==> config.mk <==
export PLATFORM = sky130hd
export DESIGN_NAME = conv_pass_sequencer
export DESIGN_NICKNAME = d
export VERILOG_FILES = /design/src/rtl/conv_pass_sequencer.sv
export SDC_FILE = /design/constraint.sdc
export NUM_CORES = 1
export LEC_CHECK = 0
export ABC_AREA = 1
export CAP_MARGIN = 15
export CORE_MARGIN = 2
export CORE_UTILIZATION = 30
export DETAILED_ROUTE_END_ITERATION = 12
export MAX_ROUTING_LAYER = met4
export PLACE_DENSITY_LB_ADDON = 0.3
export SYNTH_ARGS = -nofsm -noshare
export SYNTH_HDL_FRONTEND = slang
export SYNTH_SLANG_ARGS = --single-unit
==> constraint.sdc <==
create_clock -name clk -period 2 [get_ports clk]
set_clock_uncertainty 0.2 [all_clocks]
set_input_delay 0.3 -clock clk [delete_from_list [all_inputs] [get_ports clk]]
set_output_delay 0.3 -clock clk [all_outputs]
set_load 0.02 [all_outputs]
==> src/rtl/conv_pass_sequencer.sv <==
// Pass controller for the convolution datapath: sequences buffer loads, read-address
// launch, psum clears and per-row filter rewinds for full, add-only and multi-row jobs.
module conv_pass_sequencer #(
  parameter int MAX_ROWS = 4,
  parameter int MODE_W   = 2,
  parameter int ROW_W    = $clog2(MAX_ROWS + 1)
) (
  input  logic              clk,
  input  logic              rst,
  input  logic              start,
  input  logic [MODE_W-1:0] mode,
  input  logic              just_add_flag,
  input  logic              repeat_en,
  input  logic              full_done,
  input  logic              psum_done,
  input  logic              stride_count_flag,
  input  logic              stride_pos_ld,
  output logic              reset_all,
  output logic              if_read_start,
  output logic              filter_read_start,
  output logic              start_rd_gen,
  output logic              clear_regs,
  output logic              usage_stride_pos_ld,
  output logic              reset_filter,
  output logic [ROW_W-1:0]  row_idx,
  output logic              busy,
  output logic              done
);

  // state    | meaning
  // IDLE     | waiting for start, datapath held in reset
  // LOAD     | IF/filter buffers loading while start is held
  // DISPATCH | launch read-address generator, latch job settings
  // FULL     | full pass running until full_done
  // ADD      | accumulate-only pass running until full_done
  // PRIME    | waiting for first stride_pos_ld of a row job
  // ROW      | row passes, filter rewound between rows
  // DONE     | one-cycle completion pulse
  typedef enum logic [2:0] {
    S_IDLE, S_LOAD, S_DISPATCH, S_FULL, S_ADD, S_PRIME, S_ROW, S_DONE
  } state_t;

  localparam int CW = (MODE_W > ROW_W) ? MODE_W : ROW_W;
  localparam logic [ROW_W-1:0] ONE = ROW_W'(1);

  state_t           state;
  logic [ROW_W-1:0] row_cnt;
  logic [ROW_W-1:0] eff_mode;
  logic             add_lat;

  logic [CW-1:0]    mode_ext;
  logic [ROW_W-1:0] mode_sat;
  logic             last_row;
  logic             clr_evt;

  assign mode_ext = CW'(mode);
  assign mode_sat = (mode_ext > CW'(MAX_ROWS)) ? ROW_W'(MAX_ROWS) : ROW_W'(mode_ext);
  assign last_row = (row_cnt >= eff_mode - ONE);
  assign clr_evt  = psum_done | stride_count_flag;

  always_ff @(posedge clk) begin
    if (rst) begin
      state    <= S_IDLE;
      row_cnt  <= '0;
      eff_mode <= '0;
      add_lat  <= 1'b0;
    end else if (start) begin
      state   <= S_LOAD;
      row_cnt <= '0;
    end else begin
      case (state)
        S_IDLE:  state <= S_IDLE;
        S_LOAD:  state <= S_DISPATCH;
        S_DISPATCH: begin
          add_lat  <= just_add_flag;
          eff_mode <= mode_sat;
          if (just_add_flag)    state <= S_ADD;
          else if (mode == '0)  state <= S_FULL;
          else                  state <= S_PRIME;
        end
        S_FULL, S_ADD: begin
          if (full_done) state <= repeat_en ? S_DISPATCH : S_DONE;
        end
        S_PRIME: begin
          if (stride_pos_ld) begin
            state   <= S_ROW;
            row_cnt <= '0;
          end
        end
        S_ROW: begin
          if (stride_pos_ld) begin
            if (last_row) state <= S_DONE;
            else          row_cnt <= row_cnt + ONE;
          end
        end
        S_DONE:  state <= S_IDLE;
        default: state <= S_IDLE;
      endcase
    end
  end

  always_comb begin
    reset_all           = start;
    if_read_start       = 1'b0;
    filter_read_start   = 1'b0;
    start_rd_gen        = 1'b0;
    clear_regs          = 1'b0;
    usage_stride_pos_ld = 1'b1;
    reset_filter        = 1'b0;
    row_idx             = '0;
    busy                = 1'b1;
    done                = 1'b0;
    case (state)
      S_IDLE: begin
        reset_all = 1'b1;
        busy      = 1'b0;
      end
      S_LOAD: begin
        if_read_start     = 1'b1;
        filter_read_start = 1'b1;
      end
      S_DISPATCH: start_rd_gen = 1'b1;
      // add jobs accumulate onto existing psums, so they never clear
      S_FULL:  clear_regs = clr_evt & ~add_lat;
      S_ADD:   clear_regs = 1'b0;
      S_PRIME: clear_regs = clr_evt;
      S_ROW: begin
        clear_regs          = clr_evt;
        usage_stride_pos_ld = 1'b0;
        row_idx             = row_cnt;
        reset_filter        = stride_pos_ld & ~last_row;
      end
      S_DONE: begin
        busy = 1'b0;
        done = 1'b1;
      end
      default: busy = 1'b0;
    endcase
  end

endmodule

# Word-level counts from Yosys, hierarchy flattened
# Index checks and enable logic that the tools add are counted.
dict set report word_totals {
  regBits 10
  latchBits 0
  ramBits 0
  mem_bits_ro 0
  inputBits 11
  out_inout_bits 12
  elab_cells 65
  mem_count 0
}
dict set report classes {
  addsub 2
  n_mul 0
  div 0
  magnitude_cmp 2
  eq_ne 16
  shifts 0
  n_mux 23
  bitwise_logic 6
  reduce_logical 11
}
# op n
set op_table {}
lappend op_table {{two-way mux 3 bit} 12}
lappend op_table {{case mux 3 bit (6 select lines)} 1}
lappend op_table {{equality test 3 bit (second input constant)} 4}
lappend op_table {{inequality test 3 bit (second input constant)} 4}
lappend op_table {{AND reduction 4 bit} 3}
lappend op_table {{inequality test 2 bit (second input constant)} 5}
lappend op_table {{two-way mux 1 bit} 8}
lappend op_table {{OR reduction 2 bit} 4}
lappend op_table {{equality test 3 x 2 -> 1 bit (second input constant)} 2}
lappend op_table {{case mux 3 bit (2 select lines)} 1}
lappend op_table {{adder 3 x 1 -> 3 bit (second input constant)} 1}
lappend op_table {{equality test 3 x 1 -> 1 bit (second input constant)} 1}
lappend op_table {{>= comparator 3 bit} 1}
lappend op_table {{> comparator 2 x 3 -> 1 bit (second input constant)} 1}
lappend op_table {{zero test 3 bit} 1}
lappend op_table {{NOT 1 bit} 3}
lappend op_table {{subtractor 3 x 1 -> 3 bit (second input constant)} 1}
lappend op_table {{AND 1 bit} 2}
lappend op_table {{zero test 2 bit} 1}
lappend op_table {{case mux 1 bit (2 select lines)} 1}
lappend op_table {{AND reduction 2 bit} 1}
lappend op_table {{nonzero test 2 bit} 1}
lappend op_table {{bitwise OR 1 bit} 1}

# Depth between registers and ports, before layout
dict set report depth {
  word_depth 6
  depth_mapped 13
  depth_no_buf 13
}

# Worst setup path after synthesis
# No wires, ideal clock.
dict set report synth_path {
  path_kind {reg-to-output}
  startpoint {register eff_mode[0]}
  endpoint {output reset_filter}
  arrival_ps 1485
  t_required_ps 1500
  setup_slack_ps 15
  stages_incl_launch_ff 9
  n_path_buf 0
  cell_sequence {dfxtp_1 > inv_1 > ha_1 > ha_1 > nand2_1 > inv_1 > o21ai_0 > nand2_4 > nor2_1}
}
dict set report synth_via {
  elab_chain_len 5
}
# element line
set synth_lines {}
lappend synth_lines {{from (decl)} 48} ;# logic [ROW_W-1:0] eff_mode;
lappend synth_lines {{from (signal assigned)} 76} ;# eff_mode <= mode_sat;
lappend synth_lines {{subtractor 3 x 1 -> 3 bit} 58} ;# assign last_row = (row_cnt >= eff_mode - ONE);
lappend synth_lines {{>= comparator 3 bit} 58}
lappend synth_lines {{NOT 1 bit} 131} ;# reset_filter = stride_pos_ld & ~last_row;
lappend synth_lines {{AND 1 bit} 131}
lappend synth_lines {{two-way mux 1 bit} 113} ;# case (state)
lappend synth_lines {{to (decl)} 24} ;# output logic reset_filter,
# Every way passes these cells.

# Worst setup path after layout
dict set report layout_path {
  startpoint {register eff_mode[1]}
  endpoint {output reset_filter}
}
# Same word-level chain as after synthesis.

==> results.cfg <==
[power_and_ir_drop]
peakVddDrop_mv = 0.2437
swShare_pct = 24.40
clockPowerShare_pct = 34.1
p_int_mw = 0.2970
p_seq_share_pct = 47.0
powerDensity_mw_per_mm2 = 330.9
p_sw_mw = 0.09588
p_comb_share_pct = 18.9
p_leak_nw = 0.5730
finalPower_mw = 0.3929

[die]
initial_core_util_pct = 32.30
die_h_um = 53.27
dieArea_mm2 = 0.002837
dieWidth_um = 53.27
fp-row-count = 17
coreArea_mm2 = 0.002255
pin_count = 23

[final_layout]
area_growth_pct = 63.06
drive_above_1_share_pct = 33.77
nets = 171
diodes = 0

[synthesis]
synth_flop_cell = dfxtp_1
async_flop_share_pct = 0
synth_top_cell_area_share_pct = 24.74
synth-compound-area-share_pct = 11.51
synth_area_leaders = dfxtp_1 25%, nand2_1 11%, inv_1 8.8%
synthesis.area_um2 = 728.2
yosysWarnings = 0
synthSimpleGateAreaFrac_pct = 41.58
synthAdderAreaFrac_pct = 8.591
synth_most_common_cell = nand2_1
synthXorXnorAreaFrac_pct = 0
synth_edf_count = 0
synth_commonest_cells = 22 x nand2_1, 17 x inv_1, 17 x nor2_1, 9 x a21oi_1, 9 x dfxtp_1
synth_nets = 126
muxShareOfSynthArea_pct = 0
yosysSeqAreaShare_pct = 24.74
ys_types = 22
synth_top_family_by_area = simple AND/OR/NAND/NOR gates
synth_cells = 110
yosysTopAreaCell = dfxtp_1
ys_seq_elements = 9
syn_avg_cell_area_um2 = 6.620

[critical_path]
critPathMaxFanout = 2
path_class = flop to output pin
crit_path_start = eff_mode[1]
r2r-start = eff_mode[1]
crit_path_start_kind = flop
end_kind = output pin
worstPathArrival_ns = 1.54
worst_ep_required_time_ns = 1.50

[run_status]
status = complete, but fails checks
violations = negative setup slack

[grt]
grt_overflow_total = 0
antenna_found_initial = 0
grt_use_met2_pct = 26.95
grt_pass1_wl_um = 3015
grt_max_degree = 7
grt_util_met3_pct = 2.825
met1_usage_pct = 15.67
grt_use_total_pct = 14.93
grt-busiest-layer = met2
grt_pass1_vias = 763

[sta]
setup_ws_ns = -0.03984
hold_viol = 0
finalCritPeriodShare_pct = 102.0
max-slew-margin-rel_pct = 83.43
grt_setup_unrepaired = true
finalMaxSlewViolations = 0
finalSetupViolations = 1
fmax_mhz = 490.2
min_period_ns = 2.040
worst_pin_slew_ns = 0.2476

[place]
port_buffers = 22
preCtsSetupSlack_ns = -0.3788
place_hpwl_um = 1502
gp_congestion = 0.9069

[route]
routed_wl_um = 1829
vias = 828
ant_nets = 0
vias_per_cell = 4.549
wl_per_cell_um = 10.05
post-route-drc-count = 0
drt_pass1_iterations = 4
drt_iter0_markers = 13

[cts]
ctsHoldBuffers = 0
htree_levels = 1
insertion_delay_ns = 0.25
cts-root-buf = clkbuf_4
cts.path.max_buffers = 2
path_clk_slew_ns = 0.06
cts_tree = built
clkSinkCount = 9
cts_buffers = 3

[worst_hold_path]
hp-start = add_lat
hp-class = flop to flop

[job]
drv_cap = 0
==> power by group through the flow <==
stage / clock network (mW) / registers [mW] / logic (mW)
CTS: 0.142 / 0.184 / 0.0719
global placement: 0 / 0.188 / 0.0750
finish: 0.134 / 0.185 / 0.0742
global route: 0.151 / 0.185 / 0.0820
detailed placement: 0 / 0.188 / 0.0754
floorplan: 0 / 0.187 / 0.0328
==> final timing paths <==
check | endpoint | slack (ns) | cells past startpoint
max | reset_filter | -0.04 | 10
min | add_lat | 0.27 | 2
max reg2reg | state[0] | 0.10 | 14
min reg2reg | add_lat | 0.27 | 2
==> sequential cells by signal (all words and copies together) (netlist names) <==
name	flops
row_cnt	3
state	3
eff_mode	2
add_lat	1
==> repair_timing <==
item,4_1_cts,5_1_grt
gates resized for setup,20,18
gates cloned,0,0
buffers inserted,0,2
pin swaps,1,8
setup endpoints to repair,13,8
==> worst max-delay path, stage by stage (launching register included) <==
cell	delay, ns
dfxtp_2	0.31
inv_2	0.07
ha_4	0.14
inv_4	0.03
ha_4	0.21
nand2_2	0.05
nand2_2	0.06
nor2_4	0.11
nand2_4	0.05
nor2_1	0.10
buf_4	0.14
==> metrics by stage <==
step	instance area, um2	util, %	hold WS [ns]	TNS, ns	cells
finish	1187	52.66	0.2688	-0.03984	182
detailed placement	1100	48.78	0.2645	-0.4185	176
floorplan	728.2	-	0.1691	0	110
global placement	1100	48.78	0.2595	-0.3842	176
CTS	1116	49.50	0.2730	-0.1407	180
global route	1187	52.66	0.3152	-0.1109	182
==> kinds of logic after synthesis <==
logic type,Yosys count
buffers and inverters,22
DFF,9
AOI/OAI and AO/OA,15
and+or+nand+nor,59
adders and majority gates,5
==> final cells by class <==
cell class | instances | area [um2]
Multi-Input combinational cell | 79 | 505.5
Fill cell | 252 | 1067
Timing Repair Buffer | 43 | 360.3
Clock buffer | 4 | 26.28
Tap cell | 28 | 35.03
Sequential cell | 9 | 185.2
Inverter | 19 | 75.07
==> layout by cell type, fill, tap and decap left out, drive strengths merged <==
cell type | synthesis | final
a211oi | 2 | 2
a21oi | 9 | 9
buf | 3 | 22
clkbuf | 0 | 5
clkdlybuf4s15 | 0 | 2
clkdlybuf4s50 | 0 | 10
clkinv | 1 | 1
dfxtp | 9 | 9
dlygate4sd2 | 0 | 8
ha | 5 | 5
inv | 18 | 18
nand2 | 26 | 26
nand3 | 10 | 10
nand4 | 2 | 2
nor2 | 19 | 19
nor3 | 1 | 1
o21ai | 3 | 3
o22a | 1 | 1
or2 | 1 | 1
==> per-layer routing <==
metal / wire length (um) / vias up
met4: 14 / 0
met3: 96 / 2
met2: 885 / 22
li1: - / 444
met5: 0 / -
met1: 831 / 360
(Power assumes the default switching activity.)
